`src/rtl/ex_mem_stage_if.sv`:
```
// rtl/ex_mem_stage_if.sv - EX-side inputs and MEM-side outputs of the EX/MEM pipeline boundary
interface ex_mem_stage_if;
  logic        StallM;
  logic        FlushM;
  logic        ValidE;
  logic        RegWriteE;
  logic        MemWriteE;
  logic        BranchE;
  logic        JumpE;
  logic [1:0]  ResultSrcE;
  logic [2:0]  funct3E;
  logic [31:0] ALUResultE;
  logic        ZeroE;
  logic        NegativeE;
  logic        OverFlowE;
  logic        CarryE;
  logic [31:0] WriteDataE;
  logic [4:0]  RDE;
  logic [31:0] PCPlus4E;
  logic [31:0] PCTargetE;

  logic        PCSrcE;
  logic        ValidM;
  logic        RegWriteM;
  logic        MemWriteM;
  logic [1:0]  ResultSrcM;
  logic [31:0] ALUResultM;
  logic [31:0] WriteDataM;
  logic [31:0] PCPlus4M;
  logic [4:0]  RDM;
  logic        MisalignM;
  logic [31:0] BranchCnt;
  logic [31:0] TakenCnt;

  modport master (
    output StallM, FlushM, ValidE, RegWriteE, MemWriteE, BranchE, JumpE,
           ResultSrcE, funct3E, ALUResultE, ZeroE, NegativeE, OverFlowE,
           CarryE, WriteDataE, RDE, PCPlus4E, PCTargetE,
    input  PCSrcE, ValidM, RegWriteM, MemWriteM, ResultSrcM, ALUResultM,
           WriteDataM, PCPlus4M, RDM, MisalignM, BranchCnt, TakenCnt
  );

  modport slave (
    input  StallM, FlushM, ValidE, RegWriteE, MemWriteE, BranchE, JumpE,
           ResultSrcE, funct3E, ALUResultE, ZeroE, NegativeE, OverFlowE,
           CarryE, WriteDataE, RDE, PCPlus4E, PCTargetE,
    output PCSrcE, ValidM, RegWriteM, MemWriteM, ResultSrcM, ALUResultM,
           WriteDataM, PCPlus4M, RDM, MisalignM, BranchCnt, TakenCnt
  );
endinterface

```
`src/rtl/ex_mem_stage.sv`:
```
// rtl/ex_mem_stage.sv - RV32I EX/MEM boundary: branch resolution, PC redirect, M registers, branch stats
module ex_mem_stage (
  input  logic          clk,
  input  logic          rst,
  ex_mem_stage_if.slave bus
);

  logic        cond;
  logic        go;
  logic        take;
  logic        mis;

  logic        valid_q, valid_d;
  logic        reg_write_q, reg_write_d;
  logic        mem_write_q, mem_write_d;
  logic [1:0]  result_src_q, result_src_d;
  logic [31:0] alu_result_q, alu_result_d;
  logic [31:0] write_data_q, write_data_d;
  logic [31:0] pc_plus4_q, pc_plus4_d;
  logic [4:0]  rd_q, rd_d;
  logic        misalign_q, misalign_d;
  logic [31:0] branch_cnt_q, branch_cnt_d;
  logic [31:0] taken_cnt_q, taken_cnt_d;

  // Flags come from the ALU computing rs1 - rs2; Carry=1 means no borrow.
  always_comb begin
    cond = 1'b0;
    case (bus.funct3E)
      3'b000:  cond = bus.ZeroE;
      3'b001:  cond = ~bus.ZeroE;
      3'b100:  cond = bus.NegativeE ^ bus.OverFlowE;
      3'b101:  cond = ~(bus.NegativeE ^ bus.OverFlowE);
      3'b110:  cond = ~bus.CarryE;
      3'b111:  cond = bus.CarryE;
      default: cond = 1'b0;
    endcase
  end

  assign go   = bus.ValidE & ~bus.StallM & ~bus.FlushM & ~rst;
  assign take = go & (bus.JumpE | (bus.BranchE & cond));
  assign mis  = take & (bus.PCTargetE[1:0] != 2'b00);

  assign bus.PCSrcE = take & ~mis;

  always_comb begin
    valid_d      = valid_q;
    reg_write_d  = reg_write_q;
    mem_write_d  = mem_write_q;
    result_src_d = result_src_q;
    alu_result_d = alu_result_q;
    write_data_d = write_data_q;
    pc_plus4_d   = pc_plus4_q;
    rd_d         = rd_q;
    misalign_d   = misalign_q;
    // Flush only kills the control bits; data regs keep their last value.
    if (bus.FlushM) begin
      valid_d      = 1'b0;
      reg_write_d  = 1'b0;
      mem_write_d  = 1'b0;
      result_src_d = 2'b00;
      misalign_d   = 1'b0;
    end else if (!bus.StallM) begin
      valid_d      = bus.ValidE;
      reg_write_d  = bus.RegWriteE & bus.ValidE & ~mis;
      mem_write_d  = bus.MemWriteE & bus.ValidE & ~mis;
      result_src_d = bus.ResultSrcE;
      alu_result_d = bus.ALUResultE;
      write_data_d = bus.WriteDataE;
      pc_plus4_d   = bus.PCPlus4E;
      rd_d         = bus.RDE;
      misalign_d   = mis;
    end
    // go already excludes stall and flush, so the counters freeze with them.
    branch_cnt_d = branch_cnt_q + 32'(go & (bus.BranchE | bus.JumpE));
    taken_cnt_d  = taken_cnt_q + 32'(take);
  end

  always_ff @(posedge clk) begin
    if (rst) begin
      valid_q      <= 1'b0;
      reg_write_q  <= 1'b0;
      mem_write_q  <= 1'b0;
      result_src_q <= 2'b00;
      alu_result_q <= 32'd0;
      write_data_q <= 32'd0;
      pc_plus4_q   <= 32'd0;
      rd_q         <= 5'd0;
      misalign_q   <= 1'b0;
      branch_cnt_q <= 32'd0;
      taken_cnt_q  <= 32'd0;
    end else begin
      valid_q      <= valid_d;
      reg_write_q  <= reg_write_d;
      mem_write_q  <= mem_write_d;
      result_src_q <= result_src_d;
      alu_result_q <= alu_result_d;
      write_data_q <= write_data_d;
      pc_plus4_q   <= pc_plus4_d;
      rd_q         <= rd_d;
      misalign_q   <= misalign_d;
      branch_cnt_q <= branch_cnt_d;
      taken_cnt_q  <= taken_cnt_d;
    end
  end

  assign bus.ValidM     = valid_q;
  assign bus.RegWriteM  = reg_write_q;
  assign bus.MemWriteM  = mem_write_q;
  assign bus.ResultSrcM = result_src_q;
  assign bus.ALUResultM = alu_result_q;
  assign bus.WriteDataM = write_data_q;
  assign bus.PCPlus4M   = pc_plus4_q;
  assign bus.RDM        = rd_q;
  assign bus.MisalignM  = misalign_q;
  assign bus.BranchCnt  = branch_cnt_q;
  assign bus.TakenCnt   = taken_cnt_q;

endmodule

```
`src/flat_wrapper.sv`:
```
// flat-port wrapper written by rule: the top's interface ports become plain ports
module ex_mem_stage_flat 
  (clk, rst, bus_StallM, bus_FlushM, bus_ValidE, bus_RegWriteE, bus_MemWriteE, bus_BranchE, bus_JumpE, bus_ResultSrcE, bus_funct3E, bus_ALUResultE, bus_ZeroE, bus_NegativeE, bus_OverFlowE, bus_CarryE, bus_WriteDataE, bus_RDE, bus_PCPlus4E, bus_PCTargetE, bus_PCSrcE, bus_ValidM, bus_RegWriteM, bus_MemWriteM, bus_ResultSrcM, bus_ALUResultM, bus_WriteDataM, bus_PCPlus4M, bus_RDM, bus_MisalignM, bus_BranchCnt, bus_TakenCnt);
  ex_mem_stage_if bus_i ();
  input  logic clk;
  input  logic rst;
  input wire logic [$bits(bus_i.StallM)-1:0] bus_StallM;
  input wire logic [$bits(bus_i.FlushM)-1:0] bus_FlushM;
  input wire logic [$bits(bus_i.ValidE)-1:0] bus_ValidE;
  input wire logic [$bits(bus_i.RegWriteE)-1:0] bus_RegWriteE;
  input wire logic [$bits(bus_i.MemWriteE)-1:0] bus_MemWriteE;
  input wire logic [$bits(bus_i.BranchE)-1:0] bus_BranchE;
  input wire logic [$bits(bus_i.JumpE)-1:0] bus_JumpE;
  input wire logic [$bits(bus_i.ResultSrcE)-1:0] bus_ResultSrcE;
  input wire logic [$bits(bus_i.funct3E)-1:0] bus_funct3E;
  input wire logic [$bits(bus_i.ALUResultE)-1:0] bus_ALUResultE;
  input wire logic [$bits(bus_i.ZeroE)-1:0] bus_ZeroE;
  input wire logic [$bits(bus_i.NegativeE)-1:0] bus_NegativeE;
  input wire logic [$bits(bus_i.OverFlowE)-1:0] bus_OverFlowE;
  input wire logic [$bits(bus_i.CarryE)-1:0] bus_CarryE;
  input wire logic [$bits(bus_i.WriteDataE)-1:0] bus_WriteDataE;
  input wire logic [$bits(bus_i.RDE)-1:0] bus_RDE;
  input wire logic [$bits(bus_i.PCPlus4E)-1:0] bus_PCPlus4E;
  input wire logic [$bits(bus_i.PCTargetE)-1:0] bus_PCTargetE;
  output wire logic [$bits(bus_i.PCSrcE)-1:0] bus_PCSrcE;
  output wire logic [$bits(bus_i.ValidM)-1:0] bus_ValidM;
  output wire logic [$bits(bus_i.RegWriteM)-1:0] bus_RegWriteM;
  output wire logic [$bits(bus_i.MemWriteM)-1:0] bus_MemWriteM;
  output wire logic [$bits(bus_i.ResultSrcM)-1:0] bus_ResultSrcM;
  output wire logic [$bits(bus_i.ALUResultM)-1:0] bus_ALUResultM;
  output wire logic [$bits(bus_i.WriteDataM)-1:0] bus_WriteDataM;
  output wire logic [$bits(bus_i.PCPlus4M)-1:0] bus_PCPlus4M;
  output wire logic [$bits(bus_i.RDM)-1:0] bus_RDM;
  output wire logic [$bits(bus_i.MisalignM)-1:0] bus_MisalignM;
  output wire logic [$bits(bus_i.BranchCnt)-1:0] bus_BranchCnt;
  output wire logic [$bits(bus_i.TakenCnt)-1:0] bus_TakenCnt;
  assign bus_i.StallM = bus_StallM;
  assign bus_i.FlushM = bus_FlushM;
  assign bus_i.ValidE = bus_ValidE;
  assign bus_i.RegWriteE = bus_RegWriteE;
  assign bus_i.MemWriteE = bus_MemWriteE;
  assign bus_i.BranchE = bus_BranchE;
  assign bus_i.JumpE = bus_JumpE;
  assign bus_i.ResultSrcE = bus_ResultSrcE;
  assign bus_i.funct3E = bus_funct3E;
  assign bus_i.ALUResultE = bus_ALUResultE;
  assign bus_i.ZeroE = bus_ZeroE;
  assign bus_i.NegativeE = bus_NegativeE;
  assign bus_i.OverFlowE = bus_OverFlowE;
  assign bus_i.CarryE = bus_CarryE;
  assign bus_i.WriteDataE = bus_WriteDataE;
  assign bus_i.RDE = bus_RDE;
  assign bus_i.PCPlus4E = bus_PCPlus4E;
  assign bus_i.PCTargetE = bus_PCTargetE;
  assign bus_PCSrcE = bus_i.PCSrcE;
  assign bus_ValidM = bus_i.ValidM;
  assign bus_RegWriteM = bus_i.RegWriteM;
  assign bus_MemWriteM = bus_i.MemWriteM;
  assign bus_ResultSrcM = bus_i.ResultSrcM;
  assign bus_ALUResultM = bus_i.ALUResultM;
  assign bus_WriteDataM = bus_i.WriteDataM;
  assign bus_PCPlus4M = bus_i.PCPlus4M;
  assign bus_RDM = bus_i.RDM;
  assign bus_MisalignM = bus_i.MisalignM;
  assign bus_BranchCnt = bus_i.BranchCnt;
  assign bus_TakenCnt = bus_i.TakenCnt;
  ex_mem_stage u_core (.clk(clk), .rst(rst), .bus(bus_i));
endmodule
```
`config.mk`:
```
export PLATFORM = sky130hd
export DESIGN_NAME = ex_mem_stage_flat
export DESIGN_NICKNAME = d
export VERILOG_FILES = /design/src/rtl/ex_mem_stage_if.sv /design/src/rtl/ex_mem_stage.sv /design/src/flat_wrapper.sv
export SDC_FILE = /design/constraint.sdc
export NUM_CORES = 1
export LEC_CHECK = 0
export BUFFER_PORTS_ARGS = -buffer_cell sky130_fd_sc_hd__buf_2
export CORE_MARGIN = 5
export CORE_UTILIZATION = 50
export DETAILED_ROUTE_END_ITERATION = 16
export PLACE_DENSITY = 0.85
export SETUP_SLACK_MARGIN = 0.15
export SYNTH_ARGS = -nofsm -noshare
export SYNTH_HDL_FRONTEND = slang
export SYNTH_SLANG_ARGS = --single-unit
```
`constraint.sdc`:
```
create_clock -name clk -period 6.76 [get_ports clk]
set_input_delay 0.676 -clock clk [delete_from_list [all_inputs] [get_ports clk]]
set_output_delay 0.676 -clock clk [all_outputs]
set_load 0.05 [all_outputs]
```
==> results.yml <==
routing:
  antenna_left: 0
  drc: 0
  via_per_inst: 5.35
  firstDrtPassIters: 7
  wl_per_cell_um: 15.7
  wl_um: 19900
  first_iter_violations: 544
  vias: 6802
cells_and_area:
  n_antenna_cell: 0
  finalNonFillerCells: 1271
  final_core_util_pct: 67.3
  final_layout_size_suffix_gt1_share_pct: 30.4
  syn_to_final_growth_pct: 32.0
  final_cell_mix: "291 x buf_2, 220 x nand2_1, 171 x dfxtp_1"
  layout_commonest_cell: "buf_2"
  layout.nets: 1237
place:
  post-place-cells: 1239
  place.gp.congestion: 0.849
  io_buffers: 292
  hpwl_um: 14000
critical_path:
  arrival_ps: 3550
  cp_common_cell: "ha_1"
  worstSetupPathType: "in2reg"
  cp-end-kind: "flop"
  cpMaxStageDelayCell: "or4_1"
  cp.required_ps: 7090
  cpLargestDelayFamily: "simple AND/OR/NAND/NOR gates"
  crit_buf_inv: 1
  path_cells: "buf_2, xnor3_1, a22oi_1, a31oi_1, nor2_1, ha_1, ha_1, and2_1, nand4_1, or4_1, a21oi_1"
  start_kind: "input port"
  critPathMaxStageDelay_ps: 650
  crit_fanout: 11
clock_network:
  cts.sink_count: 171
  cts.path.max_buffers: 2
  worst_skew_pair.late_latency_ps: 410
  clkSlewWorstSetupHoldPaths_ps: 60
  cts_setup_buffers: 0
  cts_tree: "done"
  ctsResizeCount: 0
  cts_made_buffers: 17
  cts_htree_levels: 4
  ctsHoldBuffers: 0
  cts_root_buf: "clkbuf_16"
power_and_ir_drop:
  power_mw: 2.40
  power.leakage_nw: 3.96
  peakVddDrop_v: 0.000226
  power_density_nw_per_um2: 269
grt:
  grt_pass1_vias: 6219
  grt_pass1_wl_um: 31200
  grt_usage_pct: 24.0
  grt_max_degree: 102
  antenna_found_initial: 4
  grt_overflow: 0
sta:
  fin_crit_sh_pct: 47.7
  final_hold_viol_count: 0
  report.final.setup_viol: 0
  max-slew-margin-rel_pct: 32.6
  rsz0062_at_grt: "false"
  fin_worst_skew_ps: 6.77
  tightestPinTransition_ps: 1010
  tns_ps: 0
  slew_viol_final: 0
  timing.final.crit_period_ps: 3220
  fmax_mhz: 310
die:
  num_rows: 42
  die_h_um: 126
  num_io_pins: 323
  die_x_um: 126
  core_um2: 13200
  die-area_um2: 15900
  start_util_pct: 51.0
min_path:
  hold_class: "reg2reg"
logic_synthesis:
  synthCells: 825
  yosys_warnings: 0
  synth_cell_types: 40
  synth_fp_nets: 980
  ys_seq_elements: 171
  seq_area_frac_synth_pct: 50.7
  netlist_area_um2: 6760
  synth_area_per_cell_um2: 8.19
status:
  status: "complete, no violations"
flow_run:
  cap_violations: 0
==> final cells by class <==
| cell class | count | area (um^2) |
|---|---|---|
| clock buffers | 18 | 429 |
| clock inverters | 14 | 243 |
| fillers | 1128 | 4330 |
| inverters | 10 | 37.5 |
| multi-input cells | 587 | 3080 |
| flip-flops and latches | 171 | 3420 |
| well taps | 176 | 220 |
| repair buffers | 295 | 1490 |
==> report_power, final <==
part / total, mW / internal, mW / switching, mW
registers: 1.05 / 1.04 / 0.0134
logic: 0.250 / 0.0672 / 0.183
clock network: 1.10 / 0.697 / 0.403
==> worst min-delay path: cells and delay by family (launching register included) <==
family,cells,cell delay [ps]
and+or+nand+nor,1,50
DFF,1,300
AOI/OAI and AO/OA,1,50
==> logic make-up (layout without fill, tap and decap cells) <==
| logic type | Yosys count | after routing | synth area share, % |
|---|---|---|---|
| compound gates | 183 | 183 | 14.8 |
| buf+inv | 67 | 337 | 3.91 |
| simple gates | 372 | 372 | 25.9 |
| fa+ha+maj | 4 | 4 | 0.741 |
| xor+xnor | 25 | 25 | 3.44 |
| mux | 3 | 3 | 0.463 |
| flops | 171 | 171 | 50.7 |
==> cell usage after synthesis <==
master,n,area share [%]
clkbuf_2,1,0.074
nand4_1,18,1.7
buf_1,2,0.11
and2_1,4,0.37
nand2_1,220,12
o21ai_0,12,0.89
nor4_1,1,0.093
xnor3_1,1,0.33
nand4b_1,1,0.13
or3_4,1,0.17
a31o_2,1,0.13
dfxtp_1,171,51
a21boi_0,1,0.11
and4_1,14,1.8
nor2b_1,8,0.74
nor3_1,3,0.22
inv_1,10,0.56
a21oi_1,136,10
o21bai_1,1,0.11
nand4bb_1,2,0.33
xor2_1,17,2.2
xnor2_1,7,0.91
and3_1,10,0.93
a31oi_1,4,0.37
o41ai_1,3,0.39
mux2_2,1,0.17
mux2i_1,2,0.30
o31ai_1,24,2.7
buf_6,1,0.17
nand4_2,1,0.19
nand3_1,23,1.7
ha_1,4,0.74
nor2_1,31,1.7
or2_2,2,0.19
buf_2,3,0.22
or3_1,9,0.83
or4_1,22,2.4
clkbuf_1,50,2.8
a22oi_1,1,0.11
nand2b_1,2,0.19
==> per-stage QoR <==
stage / hold slack (ps) / area, um^2 / setup slack, ps
floorplan: 675 / 6760 / 3670
global placement: 438 / 8250 / 3220
detailed placement: 443 / 8250 / 3140
CTS: 452 / 8920 / 3520
global route: 463 / 8920 / 3330
finish: 451 / 8920 / 3540
==> routing by layer <==
layer | global-route usage (%) | wire, um | up-vias
met1 | 27.3 | 7640 | 3141
met4 | 8.83 | 614 | 6
met3 | 10.3 | 1690 | 45
met5 | 0 | 32 | -
li1 | - | - | 3355
met2 | 40.1 | 9930 | 255
==> path summary, 6_finish.rpt <==
kind	startpoint	to	slack, ps	cells after the start
setup / recovery	bus_funct3E[0]	u_core.bus.TakenCnt[24]$_SDFF_PP0_	3540	11
hold / removal	u_core.bus.WriteDataM[26]$_SDFFE_PP0P_	u_core.bus.WriteDataM[26]$_SDFFE_PP0P_	450	2
setup reg to reg	u_core.bus.TakenCnt[0]$_SDFF_PP0_	u_core.bus.TakenCnt[24]$_SDFF_PP0_	4480	6
hold reg to reg	u_core.bus.WriteDataM[26]$_SDFFE_PP0P_	u_core.bus.WriteDataM[26]$_SDFFE_PP0P_	450	2
==> state kept, by name, indices dropped and copies added, names as in the netlist <==
signal,cells
u_core.bus.BranchCnt,32
u_core.bus.MemWriteM,1
u_core.bus.ResultSrcM,2
u_core.bus.PCPlus4M,32
u_core.bus.ValidM,1
u_core.bus.MisalignM,1
u_core.bus.RegWriteM,1
u_core.bus.TakenCnt,32
u_core.bus.RDM,5
u_core.bus.WriteDataM,32
u_core.bus.ALUResultM,32
(Power assumes the default switching activity.)
